--- src/rtl/gcode_parser.sv ---
// gcode_parser: streaming G-code line parser with modal X/Y and a set_ready/controller_ready
// handshake. Define GCODE_COMMENT_EN to accept ';' line comments and '(...)' inline comments.
module gcode_parser (
    input  logic        clk,
    input  logic        reset,
    input  logic [7:0]  char_in,
    input  logic        char_valid,
    output logic        char_ready,
    output logic        set_ready,
    input  logic        controller_ready,
    output logic [4:0]  cmd,
    output logic [13:0] x_value,
    output logic [13:0] y_value,
    output logic        parse_error
);

`ifdef GCODE_COMMENT_EN
    localparam bit CommentEn = 1'b1;
`else
    localparam bit CommentEn = 1'b0;
`endif

    localparam logic [7:0] ChLf   = 8'h0a;
    localparam logic [7:0] ChCr   = 8'h0d;
    localparam logic [7:0] ChSp   = 8'h20;
    localparam logic [7:0] ChSemi = 8'h3b;
    localparam logic [7:0] ChLpar = 8'h28;
    localparam logic [7:0] ChRpar = 8'h29;
    localparam logic [7:0] ChZero = 8'h30;
    localparam logic [7:0] ChNine = 8'h39;
    localparam logic [7:0] ChG    = 8'h47;
    localparam logic [7:0] ChM    = 8'h4d;
    localparam logic [7:0] ChX    = 8'h58;
    localparam logic [7:0] ChY    = 8'h59;
    localparam logic [13:0] AccMax = 14'd16383;

    typedef enum logic [2:0] {
        StWord,
        StNum,
        StSkip,
        StIssue,
        StComment,
        StParen
    } state_e;

    typedef enum logic [1:0] {
        FldG,
        FldM,
        FldX,
        FldY
    } field_e;

    state_e      state_q, state_d;
    field_e      field_q, field_d;
    logic [13:0] acc_q, acc_d;
    logic        digit_q, digit_d;
    logic        gm_q, gm_d;
    logic        is_m_q, is_m_d;
    logic [3:0]  code_q, code_d;
    logic        x_seen_q, x_seen_d;
    logic [13:0] x_line_q, x_line_d;
    logic        y_seen_q, y_seen_d;
    logic [13:0] y_line_q, y_line_d;
    logic [4:0]  cmd_q, cmd_d;
    logic [13:0] x_q, x_d;
    logic [13:0] y_q, y_d;
    logic        ready_q, set_ready_q, error_q;

    logic        accept, is_digit, is_field, is_gm, is_lf;
    logic        term, proc_word, err, clear_line;
    logic [17:0] acc_next;
    field_e      letter_field;

    assign accept   = char_valid && ready_q;
    assign is_digit = (char_in >= ChZero) && (char_in <= ChNine);
    assign is_lf    = (char_in == ChLf);
    assign is_gm    = is_field && ((letter_field == FldG) || (letter_field == FldM));
    assign acc_next = ({4'd0, acc_q} * 18'd10) + {14'd0, char_in[3:0]};

    always_comb begin
        is_field     = 1'b0;
        letter_field = FldG;
        case (char_in)
            ChG: begin is_field = 1'b1; letter_field = FldG; end
            ChM: begin is_field = 1'b1; letter_field = FldM; end
            ChX: begin is_field = 1'b1; letter_field = FldX; end
            ChY: begin is_field = 1'b1; letter_field = FldY; end
            default: ;
        endcase
    end

    always_comb begin
        state_d    = state_q;
        field_d    = field_q;
        acc_d      = acc_q;
        digit_d    = digit_q;
        gm_d       = gm_q;
        is_m_d     = is_m_q;
        code_d     = code_q;
        x_seen_d   = x_seen_q;
        x_line_d   = x_line_q;
        y_seen_d   = y_seen_q;
        y_line_d   = y_line_q;
        cmd_d      = cmd_q;
        x_d        = x_q;
        y_d        = y_q;
        term       = 1'b0;
        proc_word  = 1'b0;
        err        = 1'b0;
        clear_line = 1'b0;

        unique case (state_q)
            StWord: proc_word = accept;
            StNum: begin
                if (accept) begin
                    if (is_digit) begin
                        acc_d   = (acc_next > {4'd0, AccMax}) ? AccMax : acc_next[13:0];
                        digit_d = 1'b1;
                    end else if (char_in == ChSp) begin
                        term = 1'b1;
                    end else if (is_lf || is_field || (CommentEn && char_in == ChSemi)) begin
                        // The terminating character is also handled as a word-level character.
                        term      = 1'b1;
                        proc_word = 1'b1;
                    end else begin
                        err = 1'b1;
                    end
                end
            end
            StSkip: if (accept && is_lf) state_d = StWord;
            StIssue: if (controller_ready) state_d = StWord;
            StComment: proc_word = accept && is_lf;
            StParen: begin
                if (accept) begin
                    if (is_lf) proc_word = 1'b1;
                    else if (char_in == ChRpar) state_d = StWord;
                end
            end
            default: state_d = StWord;
        endcase

        if (term) begin
            state_d = StWord;
            if (!digit_q) begin
                err = 1'b1;
            end else begin
                unique case (field_q)
                    FldG, FldM: begin
                        if (acc_q > 14'd15) begin
                            err = 1'b1;
                        end else begin
                            gm_d   = 1'b1;
                            is_m_d = (field_q == FldM);
                            code_d = acc_q[3:0];
                        end
                    end
                    FldX: begin x_seen_d = 1'b1; x_line_d = acc_q; end
                    FldY: begin y_seen_d = 1'b1; y_line_d = acc_q; end
                    default: ;
                endcase
            end
        end

        if (proc_word && !err) begin
            if (is_field) begin
                if (is_gm && gm_d) begin
                    err = 1'b1;
                end else begin
                    field_d = letter_field;
                    acc_d   = '0;
                    digit_d = 1'b0;
                    state_d = StNum;
                end
            end else if (is_lf) begin
                clear_line = 1'b1;
                if (gm_d) begin
                    state_d = StIssue;
                    cmd_d   = {is_m_d, code_d};
                    if (x_seen_d) x_d = x_line_d;
                    if (y_seen_d) y_d = y_line_d;
                end else begin
                    state_d = StWord;
                end
            end else if (char_in == ChSp || char_in == ChCr) begin
                state_d = StWord;
            end else if (CommentEn && char_in == ChSemi) begin
                state_d = StComment;
            end else if (CommentEn && char_in == ChLpar) begin
                state_d = StParen;
            end else begin
                err = 1'b1;
            end
        end

        if (err) begin
            clear_line = 1'b1;
            // An error raised by the LF itself already ends the line.
            state_d    = is_lf ? StWord : StSkip;
        end

        if (clear_line) begin
            gm_d     = 1'b0;
            x_seen_d = 1'b0;
            y_seen_d = 1'b0;
        end
    end

    always_ff @(posedge clk) begin
        if (!reset) begin
            state_q     <= StWord;
            field_q     <= FldG;
            acc_q       <= '0;
            digit_q     <= 1'b0;
            gm_q        <= 1'b0;
            is_m_q      <= 1'b0;
            code_q      <= '0;
            x_seen_q    <= 1'b0;
            x_line_q    <= '0;
            y_seen_q    <= 1'b0;
            y_line_q    <= '0;
            cmd_q       <= '0;
            x_q         <= '0;
            y_q         <= '0;
            ready_q     <= 1'b0;
            set_ready_q <= 1'b0;
            error_q     <= 1'b0;
        end else begin
            state_q     <= state_d;
            field_q     <= field_d;
            acc_q       <= acc_d;
            digit_q     <= digit_d;
            gm_q        <= gm_d;
            is_m_q      <= is_m_d;
            code_q      <= code_d;
            x_seen_q    <= x_seen_d;
            x_line_q    <= x_line_d;
            y_seen_q    <= y_seen_d;
            y_line_q    <= y_line_d;
            cmd_q       <= cmd_d;
            x_q         <= x_d;
            y_q         <= y_d;
            ready_q     <= (state_d != StIssue);
            set_ready_q <= (state_d == StIssue);
            error_q     <= err;
        end
    end

    assign char_ready  = ready_q;
    assign set_ready   = set_ready_q;
    assign parse_error = error_q;
    assign cmd         = cmd_q;
    assign x_value     = x_q;
    assign y_value     = y_q;

endmodule

--- config.mk ---
export PLATFORM = sky130hd
export DESIGN_NAME = gcode_parser
export DESIGN_NICKNAME = d
export VERILOG_FILES = /design/src/rtl/gcode_parser.sv
export SDC_FILE = /design/constraint.sdc
export NUM_CORES = 1
export LEC_CHECK = 0
export ABC_AREA = 0
export BUFFER_PORTS_ARGS = -buffer_cell sky130_fd_sc_hd__buf_2
export CORE_MARGIN = 2
export CORE_UTILIZATION = 41
export CTS_BUF_LIST = sky130_fd_sc_hd__clkbuf_2 sky130_fd_sc_hd__clkbuf_4 sky130_fd_sc_hd__clkbuf_8
export DETAILED_ROUTE_END_ITERATION = 7
export PLACE_DENSITY = 0.7
export SYNTH_ARGS = -nofsm -noshare
export SYNTH_HDL_FRONTEND = slang
export SYNTH_SLANG_ARGS = --single-unit
--- constraint.sdc ---
create_clock -name clk -period 10.2 [get_ports clk]
set_clock_uncertainty 0.05 [all_clocks]
set_input_delay 1.02 -clock clk [delete_from_list [all_inputs] [get_ports clk]]
set_output_delay 1.02 -clock clk [all_outputs]
set_load 0.03 [all_outputs]
==> flow_metrics.py <==
metrics = {
    "layout": {
        "seqCellArea_um2": 1840,
        "final_layout_size_suffix_gt1_frac": 0.196,
        "nets": 586,
        "post-route-util": 0.466,
        "antennaDiodeCount": 0,
        "syn2layout_area_growth_pct": 11.3,
        "multi_input_area_um2": 2790,
        "fill_cells": 1117,
    },
    "yosys": {
        "synth_commonest_cells": "93 x nor2_1, 92 x dfxtp_1, 34 x mux2i_1, 27 x a211oi_1, 27 x ha_1",
        "synth_fp_nets": 549,
        "ys_seq_area_frac": 0.387,
        "synthCells": 508,
        "synth_fa_ha_area_frac": 0.0793,
        "synth_top_family_by_area": "compound AO/OA/AOI/OAI gates",
        "synthXorXnorAreaFrac": 0.0276,
        "async_reset_ff_frac": 0,
        "yosysWarnings": 0,
        "synth-edff-count": 0,
        "synth_compound_area_frac": 0.215,
        "avgSynthCellArea_um2": 9.37,
        "syn_area_um2": 4760,
        "yosys.area.top_type": "dfxtp_1",
        "synth_top_area_share": 0.387,
        "synth_flop_cell": "dfxtp_1",
        "synth.most_common_cell": "nor2_1",
        "synthMuxAreaShare": 0.0738,
        "synth_area_leaders": "dfxtp_1 39%, nor2_1 7.3%, mux2i_1 7.1%, ha_1 7.1%, a211oi_1 4.3%",
        "synthDistinctLibCells": 64,
        "ys_ff_latch": 92,
        "synth-simple-area-share": 0.183,
    },
    "setup_path": {
        "crit_fanout": 14,
        "timing.critical_path.cells": "ha_1 > ha_1 > fa_1 > nand3_1 > o21ai_0 > or4b_2 > nor4_1 > nand4_1 > a211oi_1 > o21ai_1 > o221a_2",
        "path_buf_inv": 0,
        "crit_required_ps": 10410,
        "end_kind": "register",
        "crit_family": "simple AND/OR/NAND/NOR gates",
        "crit_slowest_cell": "or4b_2",
        "cp.arrival_ps": 4820,
        "critical_path_class": "reg -> reg",
        "slowest_delay_ps": 690,
        "start_kind": "register",
        "crit_path_frequent_cell": "ha_1",
    },
    "worst_hold_path": {
        "hp-class": "reg -> reg",
    },
    "clock_network": {
        "tritoncts": "built",
        "clockBufferDepth": 2,
        "cts_resized": 0,
        "ctsHoldBuffers": 0,
        "post_cts.repair.setup_buffers": 0,
        "cts_num_sinks": 92,
        "cts-root-buf": "clkbuf_8",
        "path_clk_slew_ps": 90,
        "clkLatencyLatePin_ps": 370,
        "tritoncts.num_buffers": 9,
        "htreeDepth": 3,
    },
    "timing": {
        "setup_tns_ps": 0,
        "fmax_ghz": 0.217,
        "fin_crit_ps": 4600,
        "post-route-period-util": 0.451,
        "worst_pin_slew_ps": 1190,
        "finalHoldViolCount": 0,
        "rsz0062_at_grt": "false",
        "relSlewSlack": 0.205,
        "drv_slew": 0,
        "setup_viol": 0,
    },
    "placed_design": {
        "routabilityCongestion": 0.906,
        "hpwl_um": 8050,
        "portBuffers": 47,
    },
    "floorplan": {
        "io_pins": 48,
        "die_h_um": 112,
        "dieArea_um2": 12500,
        "core-area_um2": 11400,
        "start_util": 0.419,
        "row_count": 39,
        "die_w_um": 112,
    },
    "routing": {
        "dr.pass1.iters": 4,
        "wl_um": 11100,
        "wl_per_cell_um": 16.1,
        "postRouteAntennaNets": 0,
        "via_per_inst": 5.64,
        "drc_errors": 0,
        "num_vias": 3911,
        "drtIter0Drc": 179,
    },
    "grt": {
        "gr-usage-all-layers": 0.179,
        "gr-total-overflow": 0,
        "grt_pass1_vias": 3764,
        "grt_max_degree": 73,
        "grt_antenna_before_repair": 0,
        "grt_pass1_wl_um": 18000,
    },
    "pwr": {
        "power.density_nw_per_um2": 119,
        "ir_drop_mv": 0.0690,
        "power.leakage_nw": 2.05,
    },
    "run": {
        "max_cap_viol_count": 0,
    },
    "outcome": {
        "status": "complete, no violations",
    },
}
## routing by layer
metal  share of wire  global-route usage
met1            0.47               0.224
met2            0.47               0.298
met3           0.042              0.0397
met4           0.022              0.0774
met5               0                   0
## registers in the layout, indices dropped and copies added (netlist names)
name         flops
gm_q             1
acc_q           14
parse_error      1
char_ready       1
x_line_q        14
y_line_q        14
digit_q          1
y_seen_q         1
cmd              5
field_q          2
x_value         14
y_value         14
x_seen_q         1
set_ready        1
is_m_q           1
state_q          3
code_q           4
## kinds of logic (layout without fill, tap and decap cells)
family                     after synthesis  count (layout)
and+or+nand+nor                        176             176
AOI/OAI and AO/OA                      128             128
DFF                                     92              92
muxes                                   35              35
buffers and inverters                   33              75
adders and majority gates               29              29
xor gates and xnor gates                15              15
## power breakdown
group | internal, mW | leakage [nW] | switching (mW)
sequential | 0.360 | 0.741 | 0.00151
combinational | 0.00896 | 1.21 | 0.0189
clock | 0.116 | 0.104 | 0.127
## placed cells by master (no fill, tap or decap), types with 3 or more instances in the layout
master,n
nand2_1,15
o221a_2,14
a21o_1,4
xor2_1,4
or3_1,3
nand3b_1,4
o21a_1,5
buf_2,47
clkinv_2,3
and2_1,3
dfxtp_1,92
xnor2_1,11
mux2i_1,34
a211oi_1,27
or4_1,3
nor4_1,6
o21ai_0,15
a31oi_1,4
ha_1,27
nor3_1,4
a21oi_1,19
o211ai_1,3
and3_1,3
nand3_1,8
clkbuf_8,9
buf_4,4
or2_2,3
nor2b_1,4
nor2_1,93
nand2b_1,5
inv_1,7
a211oi_2,12
nand4_1,4
## final timing paths
kind | from | to | slack, ps | depth (start not counted)
setup / recovery | acc_q[3] | acc_q[2] | 5600 | 11
hold / removal | x_seen_q | x_seen_q | 430 | 2
setup reg to reg | acc_q[3] | acc_q[2] | 5600 | 11
hold reg to reg | x_seen_q | x_seen_q | 430 | 2
## worst register-to-register path: cells and delay by family, from the launching register on
kind | cells | cell delay (ps)
AOI/OAI and AO/OA | 4 | 1270
adders and majority gates | 3 | 1170
DFF | 1 | 540
and+or+nand+nor | 4 | 1450
## layout make-up
type	count	share of cell area
Sequential cell	92	0.347
Timing Repair Buffer	51	0.0500
Multi-Input combinational cell	383	0.526
Clock inverter	6	0.0118
Inverter	8	0.00567
Tap cell	143	0.0338
Clock buffer	10	0.0248
## through the flow
stage	total power [mW]	hold slack, ps	cells	worst slack (ps)	area (µm²)
after floorplan	0.388	388	508	6250	4760
after global placement	0.397	403	677	5490	5110
after detailed placement	0.398	413	677	5370	5110
after CTS	0.640	437	693	5590	5300
after global routing	0.656	457	693	5390	5300
final	0.633	430	693	5600	5300
(Power assumes the default switching activity.)
